## src/rtl/mem_bus_initiator_pkg.sv

```systemverilog
// Shared types and constants for the native memory-bus initiator and its responders.
package mem_bus_initiator_pkg;

  typedef enum logic [1:0] {
    StIdle = 2'd0,
    StBus  = 2'd1,
    StResp = 2'd2
  } state_e;

  localparam logic [3:0]  MemWstrbRead = 4'b0000;
  localparam logic [15:0] IoBase       = 16'h0200;

  // A zero-cycle timeout still needs a 1-bit counter to keep declarations legal.
  function automatic int unsigned timer_width(int unsigned cycles);
    return (cycles < 1) ? 1 : $clog2(cycles + 1);
  endfunction

endpackage

```

## src/rtl/mem_bus_initiator_if.sv

```systemverilog
// Command stream, response stream and native memory bus seen by the initiator.
interface mem_bus_initiator_if;

  logic        cmd_valid;
  logic        cmd_ready;
  logic [31:0] cmd_addr;
  logic [31:0] cmd_wdata;
  logic [3:0]  cmd_wstrb;

  logic        rsp_valid;
  logic        rsp_ready;
  logic [31:0] rsp_rdata;
  logic        rsp_err;

  logic        mem_valid;
  logic        mem_ready;
  logic [31:0] mem_addr;
  logic [31:0] mem_rdata;
  logic [31:0] mem_wdata;
  logic [3:0]  mem_wstrb;

  modport master (
    input  cmd_valid, cmd_addr, cmd_wdata, cmd_wstrb, rsp_ready, mem_ready, mem_rdata,
    output cmd_ready, rsp_valid, rsp_rdata, rsp_err, mem_valid, mem_addr, mem_wdata, mem_wstrb
  );

  modport slave (
    output cmd_valid, cmd_addr, cmd_wdata, cmd_wstrb, rsp_ready, mem_ready, mem_rdata,
    input  cmd_ready, rsp_valid, rsp_rdata, rsp_err, mem_valid, mem_addr, mem_wdata, mem_wstrb
  );

endinterface

```

## src/rtl/mem_bus_initiator_timeout.sv

```systemverilog
// Saturating bus-cycle timer; expired flags the last permitted cycle of a stalled request.
module mem_bus_initiator_timeout
  import mem_bus_initiator_pkg::*;
#(
  parameter int unsigned TIMEOUT_CYCLES = 1024
) (
  input  logic clk,
  input  logic rst,
  input  logic clear,
  input  logic enable,
  output logic expired
);

  if (TIMEOUT_CYCLES == 0) begin : g_off
    logic unused_inputs;
    assign unused_inputs = ^{clk, rst, clear, enable};
    assign expired       = 1'b0;
  end else begin : g_on
    localparam int unsigned W = timer_width(TIMEOUT_CYCLES);
    localparam logic [W-1:0] Limit     = W'(TIMEOUT_CYCLES);
    localparam logic [W-1:0] LastCycle = W'(TIMEOUT_CYCLES - 1);

    logic [W-1:0] count_q, count_d;

    always_comb begin
      count_d = count_q;
      if (clear) begin
        count_d = '0;
      end else if (enable && (count_q != Limit)) begin
        count_d = count_q + W'(1);
      end
    end

    always_ff @(posedge clk or negedge rst) begin
      if (!rst) begin
        count_q <= '0;
      end else begin
        count_q <= count_d;
      end
    end

    // count_q holds the number of bus cycles already completed before this one.
    assign expired = enable && (count_q >= LastCycle);
  end

endmodule

```

## src/rtl/mem_bus_initiator.sv

```systemverilog
// Single-outstanding bus master: turns a cmd stream into native memory-bus cycles and responses.
module mem_bus_initiator
  import mem_bus_initiator_pkg::*;
#(
  parameter int unsigned TIMEOUT_CYCLES = 1024,
  parameter bit          ALIGN_CHECK    = 1'b1
) (
  input logic                 clk,
  input logic                 rst,
  mem_bus_initiator_if.master bus
);

  state_e      state_q, state_d;
  logic [31:0] addr_q, wdata_q, rdata_q;
  logic [3:0]  wstrb_q;
  logic        err_q;
  logic        cmd_fire, misaligned, in_bus, timed_out;

  assign cmd_fire   = bus.cmd_valid && bus.cmd_ready;
  assign misaligned = ALIGN_CHECK && (bus.cmd_addr[1:0] != 2'b00);
  assign in_bus     = (state_q == StBus);

  mem_bus_initiator_timeout #(
    .TIMEOUT_CYCLES(TIMEOUT_CYCLES)
  ) u_timeout (
    .clk    (clk),
    .rst    (rst),
    .clear  (cmd_fire),
    .enable (in_bus),
    .expired(timed_out)
  );

  always_ff @(posedge clk or negedge rst) begin
    if (!rst) begin
      state_q <= StIdle;
    end else begin
      state_q <= state_d;
    end
  end

  always_comb begin
    state_d = state_q;
    unique case (state_q)
      StIdle: if (cmd_fire) state_d = misaligned ? StResp : StBus;
      StBus:  if (bus.mem_ready || timed_out) state_d = StResp;
      StResp: if (bus.rsp_ready) state_d = StIdle;
      default: state_d = StIdle;
    endcase
  end

  always_comb begin
    bus.cmd_ready = (state_q == StIdle) && rst;
    bus.mem_valid = in_bus;
    bus.rsp_valid = (state_q == StResp);
  end

  // mem_ready takes priority over a timeout landing on the same edge.
  always_ff @(posedge clk or negedge rst) begin
    if (!rst) begin
      addr_q  <= '0;
      wdata_q <= '0;
      wstrb_q <= '0;
      rdata_q <= '0;
      err_q   <= 1'b0;
    end else if (cmd_fire) begin
      addr_q  <= bus.cmd_addr;
      wdata_q <= bus.cmd_wdata;
      wstrb_q <= bus.cmd_wstrb;
      rdata_q <= '0;
      err_q   <= misaligned;
    end else if (in_bus) begin
      if (bus.mem_ready) begin
        rdata_q <= (wstrb_q == MemWstrbRead) ? bus.mem_rdata : '0;
        err_q   <= 1'b0;
      end else if (timed_out) begin
        rdata_q <= '0;
        err_q   <= 1'b1;
      end
    end
  end

  assign bus.mem_addr  = addr_q;
  assign bus.mem_wdata = wdata_q;
  assign bus.mem_wstrb = wstrb_q;
  assign bus.rsp_rdata = rdata_q;
  assign bus.rsp_err   = err_q;

endmodule

```

## src/flat_wrapper.sv

```systemverilog
// flat-port wrapper written by rule: the top's interface ports become plain ports
module mem_bus_initiator_flat import mem_bus_initiator_pkg::*;
#(
  parameter int unsigned TIMEOUT_CYCLES = 1024,
  parameter bit          ALIGN_CHECK    = 1'b1
)
  (clk, rst, bus_cmd_valid, bus_cmd_addr, bus_cmd_wdata, bus_cmd_wstrb, bus_rsp_ready, bus_mem_ready, bus_mem_rdata, bus_cmd_ready, bus_rsp_valid, bus_rsp_rdata, bus_rsp_err, bus_mem_valid, bus_mem_addr, bus_mem_wdata, bus_mem_wstrb);
  mem_bus_initiator_if bus_i ();
  input logic clk;
  input logic rst;
  input wire logic [$bits(bus_i.cmd_valid)-1:0] bus_cmd_valid;
  input wire logic [$bits(bus_i.cmd_addr)-1:0] bus_cmd_addr;
  input wire logic [$bits(bus_i.cmd_wdata)-1:0] bus_cmd_wdata;
  input wire logic [$bits(bus_i.cmd_wstrb)-1:0] bus_cmd_wstrb;
  input wire logic [$bits(bus_i.rsp_ready)-1:0] bus_rsp_ready;
  input wire logic [$bits(bus_i.mem_ready)-1:0] bus_mem_ready;
  input wire logic [$bits(bus_i.mem_rdata)-1:0] bus_mem_rdata;
  output wire logic [$bits(bus_i.cmd_ready)-1:0] bus_cmd_ready;
  output wire logic [$bits(bus_i.rsp_valid)-1:0] bus_rsp_valid;
  output wire logic [$bits(bus_i.rsp_rdata)-1:0] bus_rsp_rdata;
  output wire logic [$bits(bus_i.rsp_err)-1:0] bus_rsp_err;
  output wire logic [$bits(bus_i.mem_valid)-1:0] bus_mem_valid;
  output wire logic [$bits(bus_i.mem_addr)-1:0] bus_mem_addr;
  output wire logic [$bits(bus_i.mem_wdata)-1:0] bus_mem_wdata;
  output wire logic [$bits(bus_i.mem_wstrb)-1:0] bus_mem_wstrb;
  assign bus_i.cmd_valid = bus_cmd_valid;
  assign bus_i.cmd_addr = bus_cmd_addr;
  assign bus_i.cmd_wdata = bus_cmd_wdata;
  assign bus_i.cmd_wstrb = bus_cmd_wstrb;
  assign bus_i.rsp_ready = bus_rsp_ready;
  assign bus_i.mem_ready = bus_mem_ready;
  assign bus_i.mem_rdata = bus_mem_rdata;
  assign bus_cmd_ready = bus_i.cmd_ready;
  assign bus_rsp_valid = bus_i.rsp_valid;
  assign bus_rsp_rdata = bus_i.rsp_rdata;
  assign bus_rsp_err = bus_i.rsp_err;
  assign bus_mem_valid = bus_i.mem_valid;
  assign bus_mem_addr = bus_i.mem_addr;
  assign bus_mem_wdata = bus_i.mem_wdata;
  assign bus_mem_wstrb = bus_i.mem_wstrb;
  mem_bus_initiator #(.TIMEOUT_CYCLES(TIMEOUT_CYCLES), .ALIGN_CHECK(ALIGN_CHECK)) u_core (.clk(clk), .rst(rst), .bus(bus_i));
endmodule
```

## config.mk

```make
export PLATFORM = sky130hd
export DESIGN_NAME = mem_bus_initiator_flat
export DESIGN_NICKNAME = d
export VERILOG_FILES = /design/src/rtl/mem_bus_initiator_pkg.sv /design/src/rtl/mem_bus_initiator_if.sv /design/src/rtl/mem_bus_initiator_timeout.sv /design/src/rtl/mem_bus_initiator.sv /design/src/flat_wrapper.sv
export SDC_FILE = /design/constraint.sdc
export NUM_CORES = 1
export LEC_CHECK = 0
export CORE_MARGIN = 3
export CORE_UTILIZATION = 46
export DETAILED_ROUTE_END_ITERATION = 16
export PLACE_DENSITY = 0.86
export SLEW_MARGIN = 20
export SYNTH_ARGS = -nofsm -noshare
export SYNTH_HDL_FRONTEND = slang
export SYNTH_SLANG_ARGS = --single-unit
```

## constraint.sdc

```tcl
create_clock -name clk -period 4.1 [get_ports clk]
set_input_delay 0.82 -clock clk [delete_from_list [all_inputs] [get_ports clk]]
set_output_delay 0.82 -clock clk [all_outputs]
set_load 0.02 [all_outputs]
```

==> results.toml <==
[place]
placedCellCount = 832
place_ws_ps = 1190
io_buffers = 208
finalWeightedCongestion = 0.781
dpl_cell_area_um2 = 6940
hpwl_um = 9240

[synthesis]
async_reset_ff_share_pct = 100
syn-instance-count = 515
synth-simple-area-share_pct = 25.7
synthAdderAreaFrac_pct = 0.520
yosysWarnings = 0
synth_xor_area_share_pct = 1.46
netlist-cell-type-count = 35
syn_avg_cell_area_um2 = 9.34
ys_seq_area_share_pct = 59.3
synth_seq_cells = 114
syn-num-nets = 622
synth_top_family_by_area = "simple AND/OR/NAND/NOR gates"
netlist_area_um2 = 4810
synth_mux_area_share_pct = 6.87
synth_edf_count = 0
synth_top_flop_cell = "dfrtp_1"
synth-compound-area-share_pct = 1.98

[clocking]
numCtsBuffers = 17
clk_pin_slew_ps = 60
clock-sinks = 114
cts_tree = "done"
root_buffer = "clkbuf_8"
ctsHoldBuffers = 0
cts_buffer_depth = 2
ctsResizeCount = 0
postCtsSetupRepairBufs = 0
clock_latency_ps = 500
htree_levels = 4

[detailed_routing]
wl_per_cell_um = 15.0
vias = 4210
drt_pass1_iterations = 5
vias_per_cell = 4.87
drcViolationCount = 0
ant_nets = 0
route.final.wire_length_um = 13000
first_iter_violations = 223

[cells_and_area]
antenna_cells = 0
nets = 825
layout_common_cells = "276 x nand2_1, 207 x clkdlybuf4s50_1, 114 x dfrtp_1, 33 x mux2i_1, 16 x clkbuf_16"
final_common_cell = "nand2_1"
area_growth_pct = 55.8
final_cells = 864
stdcell_area_um2 = 7500
drive_gt1_share_pct = 6.16

[setup_path]
path_class = "reg -> out"
reg2reg_from = "u_core.u_timeout.g_on.count_q[0]"
cp.required_ps = 3280
r2r_cells = 5
startpoint = "u_core.state_q[1]"
cp_slowest_stage_delay_ps = 650
r2r-end = "u_core.bus.rsp_rdata[14]"
worstPathMaxFanout = 7
path_cells = "nand2b_1 -> inv_1 -> clkdlybuf4s50_1"
worst_setup_path_start_kind = "register"
cp-end-kind = "output pin"
r2r_slack_ps = 1720
crit_path_top_delay_cell = "clkdlybuf4s50_1"
endpoint = "bus_mem_valid"
cp.arrival_ps = 2060

[floorplanning]
die_x_um = 108
ios = 209
rows = 36
dieArea_um2 = 11700
core_um2 = 9950
start_util_pct = 48.3
chipHeight_um = 108

[sta]
setup_viol = 0
hold_viol_final = 0
fin_setup_tns_ps = 0
rsz0062_at_grt = "false"
period_minus_slack_ps = 2880
min_period_over_period_pct = 70.1
slew_violations = 0
setup_slack_ps = 1220
fmax_mhz = 348
slew_headroom_pct = 30.2
tightest_slew_ps = 1050
finClkSkew_ps = 9.69

[min_path]
hp-class = "in -> async"

[run]
cap_violations = 0

[outcome]
status = "finished clean"

[global_routing]
grt.total_usage_pct = 22.8
grt_max_degree = 106
grt_first_pass_wirelength_um = 20700
grt_overflow = 0
grt_pass1_vias = 4239
antenna_found_initial = 0

[pwr]
ir_worst_vdd_v = 0.000372
power_density_nw_per_um2 = 508
p_leak_nw = 3.43
cell families (layout without fill, tap and decap cells):
kind of cell / count (synthesis) / count (layout)
DFF: 114 / 114
muxes: 33 / 33
adders and majority gates: 2 / 2
AOI/OAI and AO/OA: 12 / 12
xor gates and xnor gates: 8 / 8
buffers and inverters: 36 / 252
and+or+nand+nor: 310 / 310
routing by layer:
| layer | global-route usage (%) | up-vias | part of all wire (%) |
|---|---|---|---|
| met4 | 6.76 | 0 | 1.3 |
| met3 | 9.19 | 16 | 9.4 |
| met2 | 38.5 | 172 | 50 |
| li1 | - | 2031 | - |
| met1 | 26.9 | 1991 | 39 |
| met5 | 0 | - | 0 |
flip-flops by register name, indices dropped and copies added, names as in the netlist:
name                           flops
u_core.bus.mem_addr               32
u_core.state_q                     2
u_core.bus.mem_wdata              32
u_core.bus.rsp_rdata              32
u_core.u_timeout.g_on.count_q     11
u_core.bus.rsp_err                 1
u_core.bus.mem_wstrb               4
cell usage after synthesis, types with 3 or more instances:
library cell | count | area share, %
nand2_1 | 276 | 22
buf_12 | 3 | 1.2
clkbuf_1 | 13 | 1.0
mux2i_1 | 33 | 6.9
inv_1 | 7 | 0.55
buf_1 | 5 | 0.39
nand4_1 | 4 | 0.52
xor2_1 | 6 | 1.1
nand3_1 | 3 | 0.31
nor2_1 | 12 | 0.94
nor4_1 | 4 | 0.52
buf_2 | 7 | 0.73
dfrtp_1 | 114 | 59
a21oi_1 | 3 | 0.31
area by class of cell:
| class | instances | area [um2] |
|---|---|---|
| flip-flops and latches | 114 | 2850 |
| fillers | 682 | 2460 |
| repair buffers | 213 | 2120 |
| multi-input cells | 365 | 1780 |
| clock buffers | 18 | 428 |
| well taps | 133 | 166 |
| clock inverters | 14 | 129 |
| inverters | 7 | 26.3 |
worst max-delay path, delay by kind of cell (launching register included):
kind	cells	cell delay, ps
buf+inv	2	870
flops	1	460
simple gates	1	230
worst min-delay path by stage:
stage | start | to | slack, ps | cells past startpoint
floorplan | u_core.state_q[1] | u_core.state_q[0] | 480 | 1
global placement | u_core.bus.mem_addr[13] | u_core.bus.mem_addr[13] | 460 | 2
detailed placement | u_core.bus.mem_addr[31] | u_core.bus.mem_addr[31] | 460 | 2
CTS | rst | u_core.bus.mem_wdata[11] | 460 | 2
global route | rst | u_core.bus.mem_wdata[6] | 490 | 2
finish | rst | u_core.bus.mem_wdata[11] | 460 | 2
report_power, final:
group          switching (mW)  internal (mW)  total (mW)
registers               0.115           1.31        1.43
clock network           0.531          0.825        1.36
logic                   0.537          0.492        1.03
total                    1.18           2.63        3.81
per-stage QoR:
stage / hold slack (ps) / power (mW) / util [%]
floorplan: 476 / 1.90 / -
global placement: 457 / 2.45 / 69.7
detailed placement: 462 / 2.48 / 69.7
CTS: 462 / 3.85 / 75.3
global route: 489 / 4.00 / 75.3
finish: 456 / 3.81 / 75.3
Note: power is estimated with default switching activity, not from simulation.
